### src/rtl/spi_flash_init_master.sv
// rtl/spi_flash_init_master.sv - boot-time SPI master that switches the program flash into quad mode
module spi_flash_init_master #(
    parameter int unsigned CLK_DIV  = 2,
    parameter logic [15:0] SR_VALUE = 16'h0002,
    parameter int unsigned CS_GAP   = 4,
    parameter int unsigned MAX_POLL = 1024
) (
    input  logic       ACLK,
    input  logic       ARESET,
    input  logic       start,
    output logic       busy,
    output logic       done,
    output logic       error,
    output logic [7:0] status,
    output logic       spi_sclk,
    output logic       spi_cs_n,
    output logic       spi_io0,
    input  logic       spi_io1,
    output logic       spi_io2,
    output logic       spi_io3
);

    localparam int DW = (CLK_DIV > 1) ? $clog2(CLK_DIV) : 1;
    localparam int GW = (CS_GAP > 1) ? $clog2(CS_GAP) : 1;
    localparam int PW = $clog2(MAX_POLL + 1);
    localparam logic [DW-1:0] DIV_LAST = DW'(CLK_DIV - 1);
    localparam logic [GW-1:0] GAP_LAST = GW'(CS_GAP - 1);
    localparam logic [PW-1:0] POLL_MAX = PW'(MAX_POLL);

    typedef enum logic [2:0] {
        S_IDLE, S_GAP, S_WREN, S_WRSR, S_RDSR, S_FIN, S_ERR
    } state_t;

    state_t        state_q, state_d, nxt_q, nxt_d;
    logic          busy_q, busy_d, done_q, done_d, error_q, error_d;
    logic [7:0]    status_q, status_d;
    logic          sclk_q, sclk_d, cs_n_q, cs_n_d, io0_q, io0_d;
    logic [23:0]   sh_q, sh_d;
    logic [6:0]    rx_q, rx_d;
    logic [DW-1:0] div_q, div_d;
    logic [4:0]    bit_q, bit_d;
    logic [GW-1:0] gap_q, gap_d;
    logic [PW-1:0] poll_q, poll_d;

    logic [23:0]   load_word;
    logic [4:0]    bit_last;
    logic [7:0]    rd_byte;
    logic [PW-1:0] poll_inc;

    assign busy     = busy_q;
    assign done     = done_q;
    assign error    = error_q;
    assign status   = status_q;
    assign spi_sclk = sclk_q;
    assign spi_cs_n = cs_n_q;
    assign spi_io0  = io0_q;
    assign spi_io2  = 1'b1;
    assign spi_io3  = 1'b1;

    // Shift word for the frame about to be launched and bit count of the frame in flight
    always_comb begin
        load_word = {8'h06, 16'h0000};
        bit_last  = 5'd15;
        case (nxt_q)
            S_WRSR:  load_word = {8'h01, SR_VALUE};
            S_RDSR:  load_word = {8'h05, 16'h0000};
            default: load_word = {8'h06, 16'h0000};
        endcase
        case (state_q)
            S_WREN:  bit_last = 5'd7;
            S_WRSR:  bit_last = 5'd23;
            default: bit_last = 5'd15;
        endcase
    end

    // Sequence control: launches frames, paces SCLK, shifts io0/io1 and judges the status byte
    always_comb begin
        state_d  = state_q;
        nxt_d    = nxt_q;
        busy_d   = busy_q;
        done_d   = done_q;
        error_d  = error_q;
        status_d = status_q;
        sclk_d   = sclk_q;
        cs_n_d   = cs_n_q;
        io0_d    = io0_q;
        sh_d     = sh_q;
        rx_d     = rx_q;
        div_d    = div_q;
        bit_d    = bit_q;
        gap_d    = gap_q;
        poll_d   = poll_q;
        rd_byte  = {rx_q, spi_io1};
        poll_inc = poll_q + 1'b1;
        case (state_q)
            S_IDLE: begin
                if (start) begin
                    busy_d  = 1'b1;
                    done_d  = 1'b0;
                    error_d = 1'b0;
                    poll_d  = '0;
                    gap_d   = GAP_LAST;  // launch WREN on the very next edge
                    nxt_d   = S_WREN;
                    state_d = S_GAP;
                end
            end
            S_GAP: begin
                if (gap_q == GAP_LAST) begin
                    cs_n_d  = 1'b0;
                    sclk_d  = 1'b0;
                    io0_d   = load_word[23];
                    sh_d    = {load_word[22:0], 1'b0};
                    div_d   = '0;
                    bit_d   = '0;
                    state_d = nxt_q;
                end else begin
                    gap_d = gap_q + 1'b1;
                end
            end
            S_WREN, S_WRSR, S_RDSR: begin
                if (div_q != DIV_LAST) begin
                    div_d = div_q + 1'b1;
                end else begin
                    div_d = '0;
                    if (!sclk_q) begin
                        sclk_d = 1'b1;
                    end else begin
                        sclk_d = 1'b0;
                        if (state_q == S_RDSR && bit_q[3]) begin
                            rx_d = {rx_q[5:0], spi_io1};
                        end
                        if (bit_q != bit_last) begin
                            bit_d = bit_q + 1'b1;
                            io0_d = sh_q[23];
                            sh_d  = {sh_q[22:0], 1'b0};
                        end else begin
                            cs_n_d = 1'b1;
                            io0_d  = 1'b0;
                            gap_d  = '0;
                            case (state_q)
                                S_WREN: begin
                                    nxt_d   = S_WRSR;
                                    state_d = S_GAP;
                                end
                                S_WRSR: begin
                                    nxt_d   = S_RDSR;
                                    state_d = S_GAP;
                                end
                                default: begin
                                    status_d = rd_byte;
                                    if (!rd_byte[0]) begin
                                        state_d = S_FIN;
                                    end else begin
                                        poll_d = poll_inc;
                                        if (poll_inc == POLL_MAX) begin
                                            state_d = S_ERR;
                                        end else begin
                                            nxt_d   = S_RDSR;
                                            state_d = S_GAP;
                                        end
                                    end
                                end
                            endcase
                        end
                    end
                end
            end
            S_FIN: begin
                done_d  = 1'b1;
                busy_d  = 1'b0;
                state_d = S_IDLE;
            end
            S_ERR: begin
                error_d = 1'b1;
                busy_d  = 1'b0;
                state_d = S_IDLE;
            end
            default: state_d = S_IDLE;
        endcase
    end

    // State and output registers; reset forces the pins idle even mid-frame
    always_ff @(posedge ACLK) begin
        if (ARESET) begin
            state_q  <= S_IDLE;
            nxt_q    <= S_WREN;
            busy_q   <= 1'b0;
            done_q   <= 1'b0;
            error_q  <= 1'b0;
            status_q <= 8'h00;
            sclk_q   <= 1'b0;
            cs_n_q   <= 1'b1;
            io0_q    <= 1'b0;
            sh_q     <= '0;
            rx_q     <= '0;
            div_q    <= '0;
            bit_q    <= '0;
            gap_q    <= '0;
            poll_q   <= '0;
        end else begin
            state_q  <= state_d;
            nxt_q    <= nxt_d;
            busy_q   <= busy_d;
            done_q   <= done_d;
            error_q  <= error_d;
            status_q <= status_d;
            sclk_q   <= sclk_d;
            cs_n_q   <= cs_n_d;
            io0_q    <= io0_d;
            sh_q     <= sh_d;
            rx_q     <= rx_d;
            div_q    <= div_d;
            bit_q    <= bit_d;
            gap_q    <= gap_d;
            poll_q   <= poll_d;
        end
    end

endmodule
### config.mk
export PLATFORM = sky130hd
export DESIGN_NAME = spi_flash_init_master
export DESIGN_NICKNAME = d
export VERILOG_FILES = /design/src/rtl/spi_flash_init_master.sv
export SDC_FILE = /design/constraint.sdc
export NUM_CORES = 1
export LEC_CHECK = 0
export ABC_AREA = 1
export BUFFER_PORTS_ARGS = -buffer_cell sky130_fd_sc_hd__buf_2
export CAP_MARGIN = 20
export CORE_MARGIN = 2
export CORE_UTILIZATION = 44
export CTS_BUF_LIST = sky130_fd_sc_hd__clkbuf_2 sky130_fd_sc_hd__clkbuf_4 sky130_fd_sc_hd__clkbuf_8
export DETAILED_ROUTE_END_ITERATION = 7
export GPL_ROUTABILITY_DRIVEN = 1
export GPL_TIMING_DRIVEN = 0
export HOLD_SLACK_MARGIN = 0.03
export SETUP_SLACK_MARGIN = 0.2
export SLEW_MARGIN = 40
export SYNTH_ARGS = -nofsm -noshare
export SYNTH_HDL_FRONTEND = slang
export SYNTH_SLANG_ARGS = --single-unit
### constraint.sdc
create_clock -name ACLK -period 5.31 [get_ports ACLK]
set_clock_uncertainty 0.15 [all_clocks]
set_input_delay 0.531 -clock ACLK [delete_from_list [all_inputs] [get_ports ACLK]]
set_output_delay 0.531 -clock ACLK [all_outputs]
set_load 0.05 [all_outputs]
; After elaboration in Yosys (flattened, before gate mapping)
; Index checks and enable logic that the tools add are counted.
[word_totals]
register_bits = 70
in_bits = 4
out_inout_bits = 16
word_cells = 130
[op_classes]
add_sub_neg = 4
n_eq_ne = 22
muxes = 62
bitwise = 2
reduce_logical = 25
[op_table]
columns = op, n
row1 = two-way mux 24 bit, 4
row2 = two-way mux 11 bit, 6
row3 = one-hot mux 24 bit (2 select lines), 1
row4 = two-way mux 3 bit, 14
row5 = one-hot mux 19 bit (2 select lines), 1
row6 = one-hot mux 11 bit (2 select lines), 1
row7 = two-way mux 5 bit, 4
row8 = one-hot mux 5 bit (2 select lines), 2
row9 = AND reduction 5 bit, 4
row10 = "inequality test 2 bit, second input constant", 9
row11 = one-hot mux 1 bit (2 select lines), 7
row12 = AND reduction 7 bit, 2
row13 = two-way mux 1 bit, 13
row14 = "== test 3 bit, second input constant", 4
row15 = one-hot mux 3 bit (2 select lines), 2
row16 = "adder 11 x 1 -> 11 bit, second input constant", 1
row17 = "== test 11 bit, second input constant", 1
row18 = two-way mux 2 bit, 5
row19 = nonzero test 2 bit, 5
row20 = "== test 3 x 2 -> 1 bit, second input constant", 3
row21 = one-hot mux 3 bit (3 select lines), 1
row22 = "inequality test 4 bit, second input constant", 2
row23 = AND reduction 2 bit, 4
row24 = AND reduction 4 bit, 2
row25 = other kinds (15), 17

; Depth between registers and ports, before layout
[logic_depth]
depth_word = 9
ltp_mapped = 14
ltp_nobuf = 14

; Worst setup path before layout
; Ideal clock, no wire load.
[synth_timing]
path_kind = register to register
from = reg sclk_q, in the netlist spi_sclk
to = reg poll_q[9]
arrival_time_ps = 1613
t_required_ps = 5040
path_slack_ps = 3427
stages_incl_launch_ff = 9
n_path_buf = 1
period_less_slack_ps = 1883
cell_sequence = dfxtp_1 -> nand2_1 -> nand2_1 -> o21ai_0 -> nor2_1 -> nand3_2 -> buf_2 -> o21ai_1 -> a21oi_1
[synth_via]
elab_chain_len = 2
[synth_rtl]
columns = element, line
row1 = from (decl), 37  ; logic sclk_q, sclk_d, cs_n_q, cs_n_d, io0_q, io0_d;
row2 = from (signal assigned), 207  ; sclk_q <= sclk_d;
row3 = inequality test 2 bit (no source line), --
row4 = AND reduction 7 bit (no source line), --
row5 = to (signal assigned), 215  ; poll_q <= poll_d;
row6 = to (decl), 43  ; logic [PW-1:0] poll_q, poll_d;
; No other way between the ends.
; A chain may end at the register's enable or synchronous reset.

; Final worst setup path
[layout_timing]
from = reg poll_q[0]
to = reg nxt_q[0]
[layout_via]
elab_chain_len = 4
[layout_rtl]
columns = element, line
row1 = adder 11 x 1 -> 11 bit, 94  ; poll_inc = poll_q + 1'b1;
row2 = == test 11 bit, 155  ; if (poll_inc == POLL_MAX) begin
row3 = inequality test 4 bit (no source line), --
row4 = AND reduction 7 bit (no source line), --
row5 = to (signal assigned), 202  ; nxt_q <= nxt_d;
row6 = to (decl), 34  ; state_t state_q, state_d, nxt_q, nxt_d;
; No other way between the ends.

==> impl_metrics.toml <==
[cells_and_area]
fillers = 758
drive_gt1_frac = 0.142
antenna_cells = 0
final_cell_count_no_fill = 584
nNetsFinal = 488
syn_to_final_growth_pct = 12.7
regArea_um2 = 1360
multi_input_area_um2 = 1550

[drt]
wire_per_inst_um = 11.8
drt_wl_total_um = 6860
postRouteAntennaNets = 0
vias = 2840
drc = 0
drtPass1Iterations = 4
avgViaCountPerCell = 4.86
drtIter0Drc = 87

[timing]
setup_slack_ns = 3.10
hold_viol = 0
rsz0062_at_grt = "no"
fin_crit_sh = 0.415
worst_slew_pin_slew_ns = 0.575
final.setup.tns_ns = 0
setup_viol = 0
relSlewSlack = 0.617
fmax_mhz = 453
min_period_ns = 2.21
drv_slew = 0

[floorplan]
die_area_um2 = 7950
rows = 31
io_pins = 20
fp.dieW_um = 89.2
core_region_area_um2 = 7140
start_util = 0.447
die_height_um = 89.2

[yosys]
syn-cell-area_um2 = 3190
synthFlopType = "dfxtp_1"
synthArstFlopShare = 0
synth_cell_type_count = 35
synth-seq-area-share = 0.426
ys_ff_latch = 68
yosys-top-cells-count = "114 x nand2_1, 68 x dfxtp_1, 63 x nor2_1"
synth_top_area_share = 0.426
synth_edf_count = 0
syn_avg_cell_area_um2 = 7.06
ys.warnings.count = 0
synth_area_leader_cell = "dfxtp_1"
synth_most_common_cell = "nand2_1"
syn_inst = 452
synth.top_cells.by_area = "dfxtp_1 43%, nand2_1 13%, nor2_1 7.4%"

[power_and_ir_drop]
p_total_mw = 1.75
switchingPower_mw = 0.724
p_comb_frac = 0.361
clkPwrFrac = 0.249
p_leak_nw = 1.54
p_seq_frac = 0.390
switching_share = 0.413
p_per_area_nw_per_um2 = 487
p_int_mw = 1.03
ir_worst_vdd_mv = 0.147

[critical_path]
path_max_fanout = 6
cp.required_ns = 5.40
cp-start-kind = "register"
critPathTopFamily = "simple AND/OR/NAND/NOR gates"
crit_slowest_cell = "dfxtp_1"
cp_data_arrival_time_ns = 2.30
endpoint_kind = "register"
path_buf_inv = 0
crit_type = "reg2reg"
slowest_delay_ns = 0.43
path_cells = "ha_1 -> nand2_1 -> nor2_1 -> nand3_1 -> nand2_1 -> nand2_1 -> nor2_1 -> nand3_1 -> nand2_1 -> nand2_1 -> nand2_1 -> nor2_1"
cp_common_cell = "nand2_1"

[placed_design]
dp_slack_ns = 3.12
dp.final_hpwl_um = 4990
dp_cells = 568
portBuffers = 16
gp_congestion = 0.846

[grt]
gr-total-overflow = 0
grt_pass1_wl_um = 11600
grt_pass1_vias = 2532
grt_max_degree = 14
grt_use_total = 0.188
antenna_found_initial = 0

[clock_tree]
h-tree-depth = 3
cts_made_buffers = 9
path_clk_slew_ns = 0.08
cts_buffer_depth = 2
cts-resized-gates = 0
cts_setup_buffers = 0
hold_buffers = 0
cts-root-buf = "clkbuf_8"
cts_tree = "done"
clock_latency_ns = 0.35
cts.sinks = 68

[hold_path]
hold_class = "reg2reg"

[flow_run]
drv_cap = 0

[outcome]
outcome = "completed"
-- placed cells by master (no fill, tap or decap), types with 3 or more instances in the layout --
cell type | netlist | final
inv_1 | 36 | 36
inv_2 | 7 | 7
buf_4 | 4 | 4
nor2_1 | 63 | 63
o21ai_1 | 6 | 6
nand2_2 | 4 | 4
ha_1 | 4 | 4
a21oi_2 | 3 | 3
buf_6 | 4 | 4
dfxtp_1 | 68 | 68
o211a_1 | 3 | 3
nand3_1 | 22 | 22
clkbuf_1 | 7 | 7
a21oi_1 | 45 | 45
o21ai_0 | 33 | 33
nand2_1 | 114 | 114
clkbuf_8 | 0 | 9
nor2_4 | 3 | 3
nand4_1 | 4 | 4
buf_2 | 2 | 18
-- cell families after synthesis --
group,count (synthesis),synth area share
other cells,1,0.00117
fa+ha+maj,4,0.0157
flops,68,0.427
compound gates,93,0.161
simple gates,222,0.303
buf+inv,62,0.0878
xor+xnor,2,0.00549
-- metal layers --
layer	routed length, µm	vias to the layer above	share of wire	GRT usage
met2	2990	45	0.44	0.298
met5	0	-	0	0
met1	3560	1287	0.52	0.255
met3	193	10	0.028	0.0305
met4	117	0	0.017	0.0814
li1	-	1498	-	-
-- power groups by stage --
stage	registers [mW]	logic [mW]	clock network [mW]
6_report	0.684	0.631	0.436
5_1_grt	0.697	0.732	0.466
4_1_cts	0.683	0.635	0.444
3_5_place_dp	0.694	0.633	0
3_3_place_gp	0.693	0.628	0
2_1_floorplan	0.704	0.488	0
-- area by class of cell --
class	instances	share of cell area
Multi-Input combinational cell	323	0.432
Sequential cell	68	0.378
Inverter	44	0.0459
Clock buffer	9	0.0344
Tap cell	99	0.0344
Buffer	18	0.0320
Timing Repair Buffer	16	0.0223
Clock inverter	7	0.0205
-- worst min-delay path, cell delays in order (launching register included) --
cell and delay [ns]:
dfxtp_1 0.31, nand2_1 0.06, a21oi_1 0.05
-- registers in the layout, summed over array words and instances (netlist names), 2 cells and up --
| register | count |
|---|---|
| bit_q | 5 |
| sh_q | 22 |
| nxt_q | 3 |
| poll_q | 11 |
| gap_q | 2 |
| state_q | 3 |
| rx_q | 7 |
| status | 8 |
-- stage by stage --
stage / hold WS (ns) / area, µm² / utilization
floorplan: 0.277 / 3200 / -
global placement: 0.294 / 3400 / 0.476
detailed placement: 0.303 / 3400 / 0.476
CTS: 0.311 / 3600 / 0.504
global route: 0.325 / 3600 / 0.504
finish: 0.306 / 3600 / 0.504
-- path summary, 6_finish.rpt --
check	slack [ns]	endpoint	startpoint	depth (start not counted)
worst max-delay path	3.10	nxt_q[0]$_SDFFE_PP0P_	poll_q[0]$_SDFFE_PP0P_	12
worst min register to register	0.31	sh_q[21]$_SDFFE_PP0P_	sh_q[20]$_SDFFE_PP0P_	2
worst min-delay path	0.31	sh_q[21]$_SDFFE_PP0P_	sh_q[20]$_SDFFE_PP0P_	2
worst max register to register	3.10	nxt_q[0]$_SDFFE_PP0P_	poll_q[0]$_SDFFE_PP0P_	12
(Power assumes the default switching activity.)
